**src/rtl/sccb_pkg.sv**
```systemverilog
`default_nettype none
// ============================================================================
// Module      : sccb_pkg
// Description : Shared SCCB write-master state type, constants and frame builder.
// Revision    : 1.0
// ============================================================================
package sccb_pkg;

    typedef enum logic [2:0] {
        ST_IDLE  = 3'd0,
        ST_START = 3'd1,
        ST_BIT   = 3'd2,
        ST_STOP  = 3'd3,
        ST_DONE  = 3'd4
    } sccb_state_t;

    localparam logic [7:0] SCCB_WRITE_ID        = 8'h42;
    localparam int         SCCB_CLK_DIV_DEFAULT = 63;
    localparam int         SCCB_BITS_PER_XFER   = 27;
    localparam int         SCCB_XFER_QUARTERS   = 113;

    // Each byte goes out MSB first followed by the don't-care bit driven high.
    function automatic logic [SCCB_BITS_PER_XFER-1:0] sccb_frame(
        input logic [7:0] id,
        input logic [7:0] addr,
        input logic [7:0] data
    );
        return {id, 1'b1, addr, 1'b1, data, 1'b1};
    endfunction

endpackage
`default_nettype wire

```
**src/rtl/sccb_tick_gen.sv**
```systemverilog
`default_nettype none
// ============================================================================
// Module      : sccb_tick_gen
// Description : Quarter-bit tick divider, restartable so ticks align to accept.
// Revision    : 1.0
// ============================================================================
module sccb_tick_gen #(
    parameter int CLK_DIV = 63
) (
    input  logic clk_25M,
    input  logic rst_n,
    input  logic restart,
    output logic tick
);

    localparam int                CNT_W    = (CLK_DIV > 1) ? $clog2(CLK_DIV) : 1;
    localparam logic [CNT_W-1:0]  CNT_LAST = CNT_W'(CLK_DIV - 1);

    logic [CNT_W-1:0] r_cnt;

    always_ff @(posedge clk_25M or negedge rst_n) begin
        if (!rst_n) begin
            r_cnt <= '0;
        end else if (restart || (r_cnt == CNT_LAST)) begin
            r_cnt <= '0;
        end else begin
            r_cnt <= r_cnt + CNT_W'(1);
        end
    end

    assign tick = (r_cnt == CNT_LAST);

endmodule
`default_nettype wire

```
**src/rtl/sccb_master.sv**
```systemverilog
`default_nettype none
// ============================================================================
// Module      : sccb_master
// Description : SCCB 3-phase write master (ID, sub-address, data) with push-pull SDA.
// Revision    : 1.0
// ============================================================================
module sccb_master
    import sccb_pkg::*;
#(
    parameter int         CLK_DIV = SCCB_CLK_DIV_DEFAULT,
    parameter logic [7:0] DEV_ID  = SCCB_WRITE_ID
) (
    input  logic       clk_25M,
    input  logic       rst_n,
    input  logic       start,
    input  logic [7:0] reg_addr,
    input  logic [7:0] reg_data,
    output logic       scl,
    output logic       sda,
    output logic       busy,
    output logic       done
);

    sccb_state_t                   r_state;
    logic [4:0]                    r_slot;
    logic [1:0]                    r_qtr;
    logic [SCCB_BITS_PER_XFER-1:0] r_shift;
    logic                          w_accept;
    logic                          w_tick;

    assign w_accept = (r_state == ST_IDLE) && start;

    sccb_tick_gen #(
        .CLK_DIV (CLK_DIV)
    ) u_tick_gen (
        .clk_25M (clk_25M),
        .rst_n   (rst_n),
        .restart (w_accept),
        .tick    (w_tick)
    );

    // Outputs are set for the quarter being entered, so every scl/sda change lands on a tick.
    always_ff @(posedge clk_25M or negedge rst_n) begin
        if (!rst_n) begin
            r_state <= ST_IDLE;
            r_slot  <= '0;
            r_qtr   <= '0;
            r_shift <= '0;
            scl     <= 1'b1;
            sda     <= 1'b1;
            busy    <= 1'b0;
            done    <= 1'b0;
        end else begin
            case (r_state)
                ST_IDLE: begin
                    done <= 1'b0;
                    if (start) begin
                        r_state <= ST_START;
                        r_slot  <= '0;
                        r_qtr   <= '0;
                        r_shift <= sccb_frame(DEV_ID, reg_addr, reg_data);
                        busy    <= 1'b1;
                        scl     <= 1'b1;
                        sda     <= 1'b1;
                    end
                end
                ST_START: begin
                    if (w_tick) begin
                        if (r_qtr == 2'd0) begin
                            r_qtr <= 2'd1;
                            sda   <= 1'b0;
                        end else begin
                            r_state <= ST_BIT;
                            r_qtr   <= 2'd0;
                            r_slot  <= '0;
                            scl     <= 1'b0;
                            sda     <= r_shift[SCCB_BITS_PER_XFER-1];
                        end
                    end
                end
                ST_BIT: begin
                    if (w_tick) begin
                        r_qtr <= r_qtr + 2'd1;
                        if (r_qtr == 2'd1) begin
                            scl <= 1'b1;
                        end
                        if (r_qtr == 2'd3) begin
                            scl <= 1'b0;
                            if (r_slot == 5'(SCCB_BITS_PER_XFER - 1)) begin
                                r_state <= ST_STOP;
                                sda     <= 1'b0;
                            end else begin
                                r_slot  <= r_slot + 5'd1;
                                r_shift <= {r_shift[SCCB_BITS_PER_XFER-2:0], 1'b0};
                                sda     <= r_shift[SCCB_BITS_PER_XFER-2];
                            end
                        end
                    end
                end
                ST_STOP: begin
                    if (w_tick) begin
                        r_qtr <= r_qtr + 2'd1;
                        if (r_qtr == 2'd0) begin
                            scl <= 1'b1;
                        end else if (r_qtr == 2'd1) begin
                            sda <= 1'b1;
                        end else begin
                            r_state <= ST_DONE;
                            r_qtr   <= 2'd0;
                            busy    <= 1'b0;
                            done    <= 1'b1;
                        end
                    end
                end
                ST_DONE: begin
                    r_state <= ST_IDLE;
                    done    <= 1'b0;
                end
                default: begin
                    r_state <= ST_IDLE;
                end
            endcase
        end
    end

endmodule
`default_nettype wire

```
**config.mk**
```make
export PLATFORM = sky130hd
export DESIGN_NAME = sccb_master
export DESIGN_NICKNAME = d
export VERILOG_FILES = /design/src/rtl/sccb_pkg.sv /design/src/rtl/sccb_tick_gen.sv /design/src/rtl/sccb_master.sv
export SDC_FILE = /design/constraint.sdc
export NUM_CORES = 1
export LEC_CHECK = 0
export CAP_MARGIN = 20
export CORE_ASPECT_RATIO = 1.5
export CORE_MARGIN = 2
export CORE_UTILIZATION = 64
export CTS_BUF_LIST = sky130_fd_sc_hd__clkbuf_2
export DETAILED_ROUTE_END_ITERATION = 6
export GPL_TIMING_DRIVEN = 0
export PLACE_DENSITY = 0.92
export SETUP_SLACK_MARGIN = 0.02
export SKIP_CTS_REPAIR_TIMING = 1
export SYNTH_ARGS = -nofsm -noshare
export SYNTH_HDL_FRONTEND = slang
export SYNTH_SLANG_ARGS = --single-unit
```
**constraint.sdc**
```tcl
create_clock -name clk_25M -period 3.21 [get_ports clk_25M]
set_clock_uncertainty 0.05 [all_clocks]
set_input_delay 0.321 -clock clk_25M [delete_from_list [all_inputs] [get_ports clk_25M]]
set_output_delay 0.321 -clock clk_25M [all_outputs]
set_load 0.01 [all_outputs]
```
Word level (Yosys, flattened, before mapping). Cells that the tools add are included.

Add/sub/neg operators: 3. Div/mod/pow operators: 0. Bitwise operators: 0. Shift-type cells: 0. Eq/ne operators: 21. Multiplexer cells: 56. Order comparisons: 0. Reduce and logical (&&, ||, !) cells: 18. $mul: 0.

Operators with widths (count): $mux 27 (4); $pmux 27 s2 (1); $mux 5 (6); $mux 3 (9); $mux 1 (22); $ne 2x2->1 const B (9); $reduce_and 8->1 (2); $pmux 5 s3 (1); $reduce_and 5->1 (3); $mux 2 (6); $pmux 3 s4 (1); $reduce_and 9->1 (1); $pmux 1 s4 (2); $pmux 2 s4 (1); $reduce_and 7->1 (1); $add 6x1->6 const B (1); $eq 3x2->1 const B (2); $eq 6x6->1 const B (1); $mux 6 (1); $ne 2x1->1 const B (3); $reduce_bool 2->1 (3); $add 5x1->5 const B (1); $eq 5x5->1 const B (1); $pmux 1 s2 (2); other kinds (14) (14).

Logic and storage cells: 107. Memories kept: 0. Input port bits: 19. Flip-flop bits (word level): 47. Memory bits (read-only): 0. Bits in latches: 0. Memory bits (writable): 0.

Logic depth before layout (Yosys ltp).
Depth after elaboration: 5. Depth in mapped cells: 7. Depth with buffers taken out: 6.

By module. Synthesis repeated with hierarchy kept, for this count alone.

Cells, all modules: 223. Area total of the unflattened synthesis: 2547.4 sq um.

Modules (own cells, without submodules): sccb_master (instances 1, cells an instance 196, seq. area each 1028.5 sq um, area each 2264.7 sq um); sccb_tick_gen (instances 1, cells an instance 27, seq. area each 150.1 sq um, area each 282.8 sq um).

Worst setup path after synthesis. Ideal clock, no wire load.

Kind: reg-to-reg. Start: register r_qtr[0]. End: register r_slot[0]. Setup slack: 1163 ps. Arrival: 1918 ps. Buffers on the path: 1. Library setup time: 79 ps. Cell stages (with the launch flop): 7. Data required time: 3081 ps. Path through: dfrtp_1 ha_1 or4b_1 a311oi_2 or2_0 buf_2 mux2i_1.

Cells in the longest elaborated chain, start to end: 3. Elaborated cells between the ends (all ways): 5. Classes of those cells: eq/ne (3); reduce/logical (2).

Ends and longest elaborated chain: start: declaration (RTL line sccb_master.sv:26) `logic [1:0] r_qtr;`; start signal: assignment (RTL line sccb_master.sv:83) `r_qtr <= r_qtr + 2'd1;`; start signal: assignment (RTL line sccb_master.sv:102) `r_qtr <= r_qtr + 2'd1;`; $eq 2x2->1 or $logic_not 2->1 (tied branches) (RTL line sccb_master.sv:87, sccb_master.sv:69); $ne 2x2->1 (no source line); $reduce_and 7->1 (no source line) *; end signal: assignment (RTL line sccb_master.sv:93) `r_slot <= r_slot + 5'd1;`; end: declaration (RTL line sccb_master.sv:25) `logic [4:0] r_slot;`.

Every way passes the cells marked *; elsewhere a longest branch is shown, timed or not. A chain may end at the register's enable or synchronous reset.

Final worst setup path.
Start: register r_slot[0]. End: register r_shift[22].

Cells in the longest elaborated chain, start to end: 3.

Ends and longest elaborated chain: $eq 5x5->1 (RTL line sccb_master.sv:89) `if (r_slot == 5'(SCCB_BITS_PER_XFER - 1)) begin`; $ne 2x2->1 (no source line); $reduce_and 5->1 (no source line); end signal: assignment (RTL line sccb_master.sv:61) `r_shift <= sccb_frame(DEV_ID, reg_addr, reg_data);`; end signal: assignment (RTL line sccb_master.sv:94) `r_shift <= {r_shift[SCCB_BITS_PER_XFER-2:0], 1'b0};`; end: declaration (RTL line sccb_master.sv:27) `logic [SCCB_BITS_PER_XFER-1:0] r_shift;`.

No other way between the ends.

==> out/qor.yml <==
layout:
  fill_cells: 279
  fin_area_um2: 2990
  multi_input_area_um2: 1300
  stdcell_count: 334
  drive_above_1_share_pct: 19.0
  nNetsFinal: 315
  diodes: 0
  area_growth_pct: 14.1
  seq_area_um2: 1180
yosys:
  ys.flop_type: "dfrtp_1"
  synth_edf_count: 0
  syn-num-nets: 284
  ys_async_sr_fraction_pct: 100
  synth_common_cells: "nand2_1 (56), dfrtp_1 (45), inv_1 (15), nor2_1 (15), mux2_4 (12)"
  yosys.area.top_type: "dfrtp_1"
  ys_types: 56
  yosysWarnings: 0
  ys_ff_latch: 47
  synth_area_um2: 2620
  netlist_instances: 257
  yosysSeqAreaShare_pct: 45.0
  yosysMostFrequentCell: "nand2_1"
  synth_top_cells_by_area: "dfrtp_1 (43%), nand2_1 (8.0%), mux2_4 (6.9%)"
  yosysTopAreaCellShare_pct: 43.0
  avgSynthCellArea_um2: 10.2
cts:
  clk_pin_slew_ns: 0.26
  cts_tree: "built"
  h-tree-depth: 2
  clkLatencyLatePin_ns: 0.44
  cts_root_buf: "clkbuf_2"
  clock-sinks: 47
  cts_buffers: 5
  cts_buffer_depth: 2
placement:
  io_buffers: 22
  place_congestion: 0.905
  placed_cell_area_um2: 2910
  place_inst: 325
  hpwl_mm: 3.75
hold_path:
  hold_path.class: "primary input to asynchronous set/reset pin"
global_routing:
  grt_max_degree: 39
  overflow: 0
  antenna_found_initial: 0
  grt_pass1_wl_mm: 8.78
  grt_usage_pct: 24.5
  grt_pass1_vias: 1903
run_status:
  outcome: "completed"
floorplanning:
  io_pins: 23
  core_um2: 3920
  fp.dieW_um: 56.2
  start_util_pct: 66.7
  rows: 28
  die_h_um: 82.3
  die_area_um2: 4630
critical_path:
  worstSetupEndpointType: "flip-flop"
  worst_ep_arrival_time_ns: 2.66
  worstPathRequired_ns: 3.50
  crit_fanout: 10
  worstSetupStartpointType: "flip-flop"
  critical_path_class: "flip-flop to flip-flop"
sta:
  tightest_slew_ns: 0.614
  slew_headroom_pct: 58.9
  fin_crit_ns: 2.37
  hold_viol: 0
  fin_crit_sh_pct: 73.9
  setup_tns_ns: 0
  fmax_mhz: 421
  rsz0062_at_grt: "no"
  drv_slew: 0
  setup_viol: 0
  hold_ws_ns: 0.173
power:
  ir_worst_vdd_uv: 487
  powerDensity_nw_per_um2: 329
  p_leak_nw: 1.34
  power.total_mw: 0.984
route:
  routedWlPerCell_um: 15.6
  ant_nets: 0
  drc: 0
  vias_per_cell: 5.82
  first_pass_iters: 4
  drt_wl_total_mm: 5.22
  vias: 1944
  drtIter0Drc: 88
run:
  cap_violations: 0
[kinds of logic after synthesis]
group,Yosys count,share of synthesized area [%]
buf+inv,28,5.40
mux,31,14.6
compound gates,38,11.3
fa+ha+maj,8,3.82
xor+xnor,4,1.34
simple gates,101,18.5
flops,47,45.0
[where the power goes]
group	switching (mW)	internal (mW)
combinational	0.0250	0.0317
sequential	0.00211	0.597
clock	0.196	0.132
total	0.224	0.761
[final timing paths]
| path | slack (ns) | cells after the start | to | start |
|---|---|---|---|---|
| max | 0.84 | 7 | r_shift[22]$_DFFE_PN0P_ | r_slot[0]$_DFFE_PN0P_ |
| min | 0.17 | 2 | r_shift[17]$_DFFE_PN0P_ | rst_n |
| max reg2reg | 0.84 | 7 | r_shift[22]$_DFFE_PN0P_ | r_slot[0]$_DFFE_PN0P_ |
| min reg2reg | 0.47 | 1 | u_tick_gen.r_cnt[0]$_DFF_PN0_ | u_tick_gen.r_cnt[0]$_DFF_PN0_ |
| max in group asynchronous | 2.37 | 3 | scl$_DFFE_PN1P_ | rst_n |
| min in group clk_25M | 0.47 | 1 | u_tick_gen.r_cnt[0]$_DFF_PN0_ | u_tick_gen.r_cnt[0]$_DFF_PN0_ |
[metal layers]
layer | part of all wire (%) | up-vias | track usage, %
met5 | 0 | - | 0
met4 | 1.5 | 0 | 9.76
met2 | 53 | 39 | 45.4
met3 | 3.0 | 5 | 3.74
li1 | - | 942 | -
met1 | 42 | 958 | 28.4
[metrics by stage]
step	utilization [%]	worst slack, ns
floorplan	-	1.16
global placement	73.8	0.524
detailed placement	74.2	0.880
CTS	75.9	0.844
global route	76.2	0.683
finish	76.2	0.836
[cells in the final DEF (no fill, tap or decap), types with 7 or more instances in the layout]
master / n
dfrtp_1: 45
mux2_4: 12
nor2_1: 15
clkdlybuf4s50_1: 21
o21ai_0: 7
inv_1: 15
mux2i_1: 9
mux2_2: 10
ha_1: 8
buf_2: 9
nand2_1: 56
[final cells by class]
type                       count  share of cell area, %
inverter                      15                   1.88
sequential                    47                   39.4
multi-input combinational    182                   43.4
clock buffer                   5                  0.837
tap                           45                   1.88
clock inverter                 3                   1.47
timing repair buffer          24                   8.20
buffer                        13                   2.85
[flip-flops by register name, summed over array words and instances, names as in the netlist]
signal            flops
busy                  1
u_tick_gen.r_cnt      6
done                  1
sda                   1
scl                   1
r_qtr                 2
r_slot                5
r_shift              27
r_state               3
[worst max-delay path: stages, from the launching register on]
cell and delay (ns):
dfrtp_1 0.42, inv_1 0.08, ha_1 0.20, nand4b_1 0.20, nand4_2 0.16, a211oi_4 0.61
buf_6 0.25, mux2_4 0.31
No activity file was read; power rests on OpenSTA's default activity.
